$ cat src/rtl/mem_access_ctrl.sv
// Requester-side controller for the byte/half/word data RAM: validates one load/store at a time,
// drives the RAM port for a single cycle and returns the extended load result over a valid/ready handshake.
module mem_access_ctrl #(
   parameter logic [31:0] BASE_ADDR  = 32'h0000_0000,
   parameter int unsigned SIZE_BYTES = 1024
) (
   input  logic        clk,
   input  logic        clr,
   input  logic        req_valid,
   output logic        req_ready,
   input  logic        req_write,
   input  logic [1:0]  req_size,
   input  logic        req_signed,
   input  logic [31:0] req_addr,
   input  logic [31:0] req_wdata,
   output logic        resp_valid,
   input  logic        resp_ready,
   output logic [31:0] resp_rdata,
   output logic        resp_err,
   output logic [11:0] ram_addr,
   output logic [1:0]  ram_mode,
   output logic [31:0] ram_data_in,
   output logic        ram_memWrite,
   output logic        ram_sel,
   input  logic [31:0] ram_data_out
);

   typedef enum logic [1:0] {IDLE, ACCESS, RESP} state_t;

   state_t      state_q, state_d;
   logic        write_q, write_d;
   logic [1:0]  size_q, size_d;
   logic        signed_q, signed_d;
   logic [11:0] addr_q, addr_d;
   logic [31:0] wdata_q, wdata_d;
   logic [31:0] rdata_q, rdata_d;
   logic        err_q, err_d;

   logic [31:0] offset;
   logic        req_err;
   logic [31:0] load_ext;

   // The window check relies on unsigned subtraction; addresses below the base are rejected separately
   // so a wrapped offset can never alias into the window.
   always_comb begin
      offset  = req_addr - BASE_ADDR;
      req_err = (req_size == 2'b11)
              | ((req_size == 2'b01) & req_addr[0])
              | ((req_size == 2'b10) & (req_addr[1:0] != 2'b00))
              | (req_addr < BASE_ADDR)
              | (offset >= 32'(SIZE_BYTES));
   end

   always_comb begin
      load_ext = ram_data_out;
      if (signed_q && size_q == 2'b00)
         load_ext = {{24{ram_data_out[7]}}, ram_data_out[7:0]};
      else if (signed_q && size_q == 2'b01)
         load_ext = {{16{ram_data_out[15]}}, ram_data_out[15:0]};
   end

   always_comb begin
      state_d  = state_q;
      write_d  = write_q;
      size_d   = size_q;
      signed_d = signed_q;
      addr_d   = addr_q;
      wdata_d  = wdata_q;
      rdata_d  = rdata_q;
      err_d    = err_q;
      case (state_q)
         IDLE: begin
            if (req_valid) begin
               write_d  = req_write;
               size_d   = req_size;
               signed_d = req_signed;
               addr_d   = offset[11:0];
               wdata_d  = req_wdata;
               rdata_d  = 32'h0;
               err_d    = req_err;
               state_d  = req_err ? RESP : ACCESS;
            end
         end
         ACCESS: begin
            rdata_d = write_q ? 32'h0 : load_ext;
            err_d   = 1'b0;
            state_d = RESP;
         end
         RESP: begin
            if (resp_ready)
               state_d = IDLE;
         end
         default: state_d = IDLE;
      endcase
   end

   always_ff @(posedge clk or posedge clr) begin
      if (clr) begin
         state_q  <= IDLE;
         write_q  <= 1'b0;
         size_q   <= 2'b10;
         signed_q <= 1'b0;
         addr_q   <= 12'h0;
         wdata_q  <= 32'h0;
         rdata_q  <= 32'h0;
         err_q    <= 1'b0;
      end else begin
         state_q  <= state_d;
         write_q  <= write_d;
         size_q   <= size_d;
         signed_q <= signed_d;
         addr_q   <= addr_d;
         wdata_q  <= wdata_d;
         rdata_q  <= rdata_d;
         err_q    <= err_d;
      end
   end

   // RAM strobes are decoded from the state flop so they drop the instant clr asserts.
   assign req_ready    = (state_q == IDLE);
   assign resp_valid   = (state_q == RESP);
   assign resp_rdata   = rdata_q;
   assign resp_err     = err_q;
   assign ram_sel      = (state_q == ACCESS);
   assign ram_memWrite = (state_q == ACCESS) & write_q;
   assign ram_addr     = addr_q;
   assign ram_mode     = size_q;
   assign ram_data_in  = wdata_q;

endmodule

$ cat config.mk
export PLATFORM = sky130hd
export DESIGN_NAME = mem_access_ctrl
export DESIGN_NICKNAME = d
export VERILOG_FILES = /design/src/rtl/mem_access_ctrl.sv
export SDC_FILE = /design/constraint.sdc
export NUM_CORES = 1
export LEC_CHECK = 0
export CAP_MARGIN = 20
export CORE_ASPECT_RATIO = 0.8
export CORE_UTILIZATION = 35
export CTS_CLUSTER_DIAMETER = 40
export CTS_CLUSTER_SIZE = 40
export DETAILED_ROUTE_END_ITERATION = 10
export PLACE_DENSITY = 0.88
export SLEW_MARGIN = 20
export SYNTH_ARGS = -nofsm -noshare
export SYNTH_HDL_FRONTEND = slang
export SYNTH_SLANG_ARGS = --single-unit
$ cat constraint.sdc
create_clock -name clk -period 2.6 [get_ports clk]
set_clock_uncertainty 0.05 [all_clocks]
set_input_delay 0.39 -clock clk [delete_from_list [all_inputs] [get_ports clk]]
set_output_delay 0.39 -clock clk [all_outputs]
set_load 0.01 [all_outputs]
# Yosys cells after proc, flatten, opt, wreduce, memory -nomap -nowiden
# Cells that the tools add are included.
totals:
  reg_bits: 83
  in_bits: 104
  output_inout_bits: 83
  wordCells: 45
op_classes:
  n_lt_le_gt_ge: 2
  eq_ne: 8
  n_mux: 11
  bitwise_logic: 7
  n_reduce_logical: 9
op_table:
  columns: ["op", "n"]
  rows:
  - ["$mux W32", 4]
  - ["$pmux W32 S2", 1]
  - ["$ge A32 B11 Y1 const B", 1]
  - ["$lt A32 B1 Y1 const B", 1]
  - ["$eq A2 B1 Y1 const B", 3]
  - ["$eq A2 B2 Y1 const B", 3]
  - ["$mux W2", 3]
  - ["$pmux W2 S3", 1]
  - ["$reduce_and A2 Y1", 3]
  - ["$logic_not A2 Y1", 2]
  - ["$or A1 B1 Y1", 4]
  - ["$reduce_bool A2 Y1", 2]
  - ["$and A1 B1 Y1", 3]
  - ["$logic_and A1 B1 Y1", 2]
  - ["$ne A2 B1 Y1 const B", 1]
  - ["$ne A2 B2 Y1 const B", 1]
  - ["$pmux W1 S2", 1]
  - ["$mux W1", 1]

# Depth between registers and ports, before layout
depth:
  depth_word: 9
  ltp_mapped: 6
  mapped_depth_nobuf: 4

# Worst setup path after synthesis
# OpenSTA, ideal clock, no wires.
synth_path:
  kind: "register -> register"
  from: "reg state_q[1]"
  to: "reg addr_q[0], in the netlist ram_addr[0]"
  setup_ns: 0.128
  arrival_ns: 1.458
  required_time_ns: 2.422
  slack_ns: 0.964
  path_stages_with_launch: 6
  n_path_buf: 2
  synth_period_minus_slack_ns: 1.636
  path_cell_list: "dfrtp_1 nor2_1 and2_1 clkbuf_1 buf_4 mux2_1"
synth_between:
  elab_chain_cells: 2
synth_lines:
  columns: ["element", "line", "source"]
  rows:
  - ["start, declared", "30", "state_t state_q, state_d;"]
  - ["start signal, assigned", "108", "state_q <= state_d;"]
  - ["$logic_not A2 Y1", null, null]
  - ["net req_ready", "10", "output logic req_ready,"]
  - ["$reduce_and A2 Y1 (no line)", null, null]
  - ["end signal, assigned", "112", "addr_q <= addr_d;"]
  - ["end, declared", "34", "logic [11:0] addr_q, addr_d;"]
# The timed path passes the listed nets, and every way through them passes these cells.
# A chain may end at the register's enable or synchronous reset.

# Final worst setup path
layout_path:
  from: "reg state_q[1]"
  to: "out ram_memWrite"
layout_between:
  elab_chain_cells: 2
layout_lines:
  columns: ["element", "line", "source"]
  rows:
  - ["$eq A2 B1 Y1", "125", "assign ram_memWrite = (state_q == ACCESS) & write_q;"]
  - ["$and A1 B1 Y1", "125", null]
  - ["end, declared", "23", "output logic ram_memWrite,"]
# No other way between the ends.

==> impl_metrics.ini <==
[sta]
setup_tns_ns = 0
finalCritPeriodShare_pct = 83.2
rsz0062_at_grt = false
drv_slew = 0
setup_viol = 0
finalHoldViolCount = 0
fin_crit_ns = 2.16
tightest_slew_ns = 0.701
relSlewSlack_pct = 53.2
max_freq_ghz = 0.462
fin_hold_ws_ns = 0.434

[clocking]
cts_setup_buffers = 0
clockBufferDepth = 2
root_buffer = clkbuf_16
postCtsHoldBufs = 0
ctsResizeCount = 0
cts_buffers = 9
cts_tree = done
clk_pin_slew_ns = 0.06
ctsHtreeMaxLevel = 3
clock_sinks = 83
clkLatencyLatePin_ns = 0.32

[final_layout]
final_cell_mix = 186 x clkdlybuf4s50_1, 82 x dfrtp_1, 48 x mux2_1, 28 x nand2_1, 27 x a21oi_1
syn_to_final_growth_pct = 69.0
insertedDiodeCount = 0
drive_above_1_share_pct = 5.69
num-fill-cells = 741
final_common_cell = clkdlybuf4s50_1
finalInstanceArea_um2 = 5620
finalNetCount = 556
final_util_pct = 61.4

[yosys]
synthAdderAreaFrac_pct = 0
syn-instance-count = 264
syn_avg_cell_area_um2 = 12.6
yosysTopAreaCell = dfrtp_1
ys_types = 27
ys.flop_type = dfrtp_1
yosys.area_share.simple_pct = 7.41
synth_edf_count = 0
synth.yosys.seq_area_share_pct = 62.5
ys_warn_count = 0
yosysTopAreaCellShare_pct = 61.7
synth_area_um2 = 3330
synth_nets = 368
ys_ff_latch = 83
synth_area_leaders = dfrtp_1 62%, mux2_1 16%, a21oi_1 4.1%
async_flop_share_pct = 100
synth_compound_area_share_pct = 11.0
yosys.area_share.xor_xnor_pct = 0
muxShareOfSynthArea_pct = 16.6
synth_top_family_by_area = multiplexers

[floorplanning]
design.core.area_um2 = 9150
die_y_um = 89.2
fp.dieW_um = 111
ios = 187
die_area_um2 = 9900
rows = 31
initial_utilization_pct = 36.3

[run]
maxCapViolations = 0

[power_and_ir_drop]
power.total_mw = 3.92
p_leak_nw = 2.31
peakVddDrop_mv = 0.419
powerDensity_nw_per_um2 = 698

[detailed_routing]
wl_um = 9190
drc_errors = 22
drtIter0Drc = 132
postRouteAntennaNets = 0
dr.pass1.iters = 7
drt-vias-per-instance = 4.80
vias = 2744
wl_per_cell_um = 16.1

[worst_setup_path]
cp_max_fo = 5
reg2regPathDepth = 4
ff2ff_setup_slack_ns = 0.67
critical_path.startpoint = state_q[1]
start_kind = register
cp.buffers_inverters = 1
critical_path_class = reg -> out
path_cells = and2b_1, and2_1, clkdlybuf4s50_1
crit_path_end_kind = primary output
rr_endpoint = resp_rdata[20]
slowest_delay_ns = 0.56
critical_path.slowest_cell = clkdlybuf4s50_1
cp.required_ns = 2.16
endpoint = ram_memWrite
reg2reg_from = state_q[1]
cp.depth = 3
crit_arrival_ns = 1.72
cp_top_family = buffers and inverters

[hold_path]
worstHoldPathType = reg -> reg

[grt]
grt_use_total_pct = 18.6
grt_max_degree = 43
grt_pass1_wl_um = 14100
grt_pass1_vias = 2854
antenna_found_initial = 0
grt_overflow = 0

[status]
violations = design-rule violations
outcome = complete, but fails checks

[placed_design]
dp_hpwl_um = 7010
gp_congestion = 0.754
numPortBuffers = 186
dpl-instance-area_um2 = 5310
==> worst reg2reg max path, delay by kind of cell, from the launching register on <==
| family | cells | cell delay [ns] |
|---|---|---|
| and+or+nand+nor | 2 | 0.88 |
| DFF | 1 | 0.41 |
| AOI/OAI and AO/OA | 2 | 0.50 |
==> cell usage after synthesis, types with 2 or more instances <==
cell	instances
a22o_1	7
and2_1	2
clkbuf_1	7
a21oi_1	27
nor2b_1	2
inv_1	3
nand2_1	28
dfrtp_1	82
nor3_1	2
nor4_1	6
buf_2	2
o21ai_1	26
nor2_1	4
nand2b_1	2
buf_4	5
mux2_1	48
==> per-layer routing <==
metal / share of wire [%] / GRT usage, % / up-vias / routed length (um)
li1: - / - / 1312 / -
met1: 42 / 21.6 / 1311 / 3890
met2: 50 / 32.8 / 111 / 4610
met3: 6.4 / 6.31 / 10 / 584
met4: 1.1 / 6.60 / 0 / 104
met5: 0 / 0 / - / 0
==> cell families (layout without fill, tap and decap cells) <==
kind of cell	count (synthesis)	in the layout
buf+inv	17	210
simple gates	51	51
mux	49	49
compound gates	64	64
flops	83	83
==> where the power goes <==
group	internal, mW	switching (mW)	total [mW]
clock network	0.773	0.493	1.27
registers	1.49	0.117	1.61
logic	0.629	0.416	1.05
total	2.90	1.03	3.92
==> state kept, by name (all words and copies together) (netlist names) <==
signal and flops:
resp_err 1, resp_rdata 32, ram_addr 12, state_q 2, ram_mode 2, signed_q 1, ram_data_in 32, write_q 1
==> stage by stage <==
| step | instances | setup slack, ns |
|---|---|---|
| floorplan | 264 | 0.0249 |
| global placement | 556 | 0.586 |
| detailed placement | 556 | 0.518 |
| CTS | 572 | 0.422 |
| global route | 572 | 0.355 |
| finish | 572 | 0.436 |
==> final cells by class <==
class / instances / area, um2 / area share (%)
clock buffers: 11 / 243 / 4.32
multi-input cells: 164 / 1170 / 20.8
flip-flops and latches: 83 / 2080 / 37.0
clock inverters: 5 / 62.6 / 1.11
well taps: 115 / 144 / 2.56
inverters: 3 / 12.5 / 0.223
repair buffers: 191 / 1910 / 34.0
==> worst min path at each step <==
stage	slack, ns	from	to	depth (start not counted)
global route	0.45	ram_data_in[24]	ram_data_in[24]	1
global placement	0.42	ram_data_in[22]	ram_data_in[22]	1
detailed placement	0.42	ram_data_in[20]	ram_data_in[20]	1
finish	0.43	resp_rdata[7]	resp_rdata[7]	2
CTS	0.44	ram_data_in[18]	ram_data_in[18]	1
floorplan	0.44	write_q	write_q	1
Note: power is estimated with default switching activity, not from simulation.
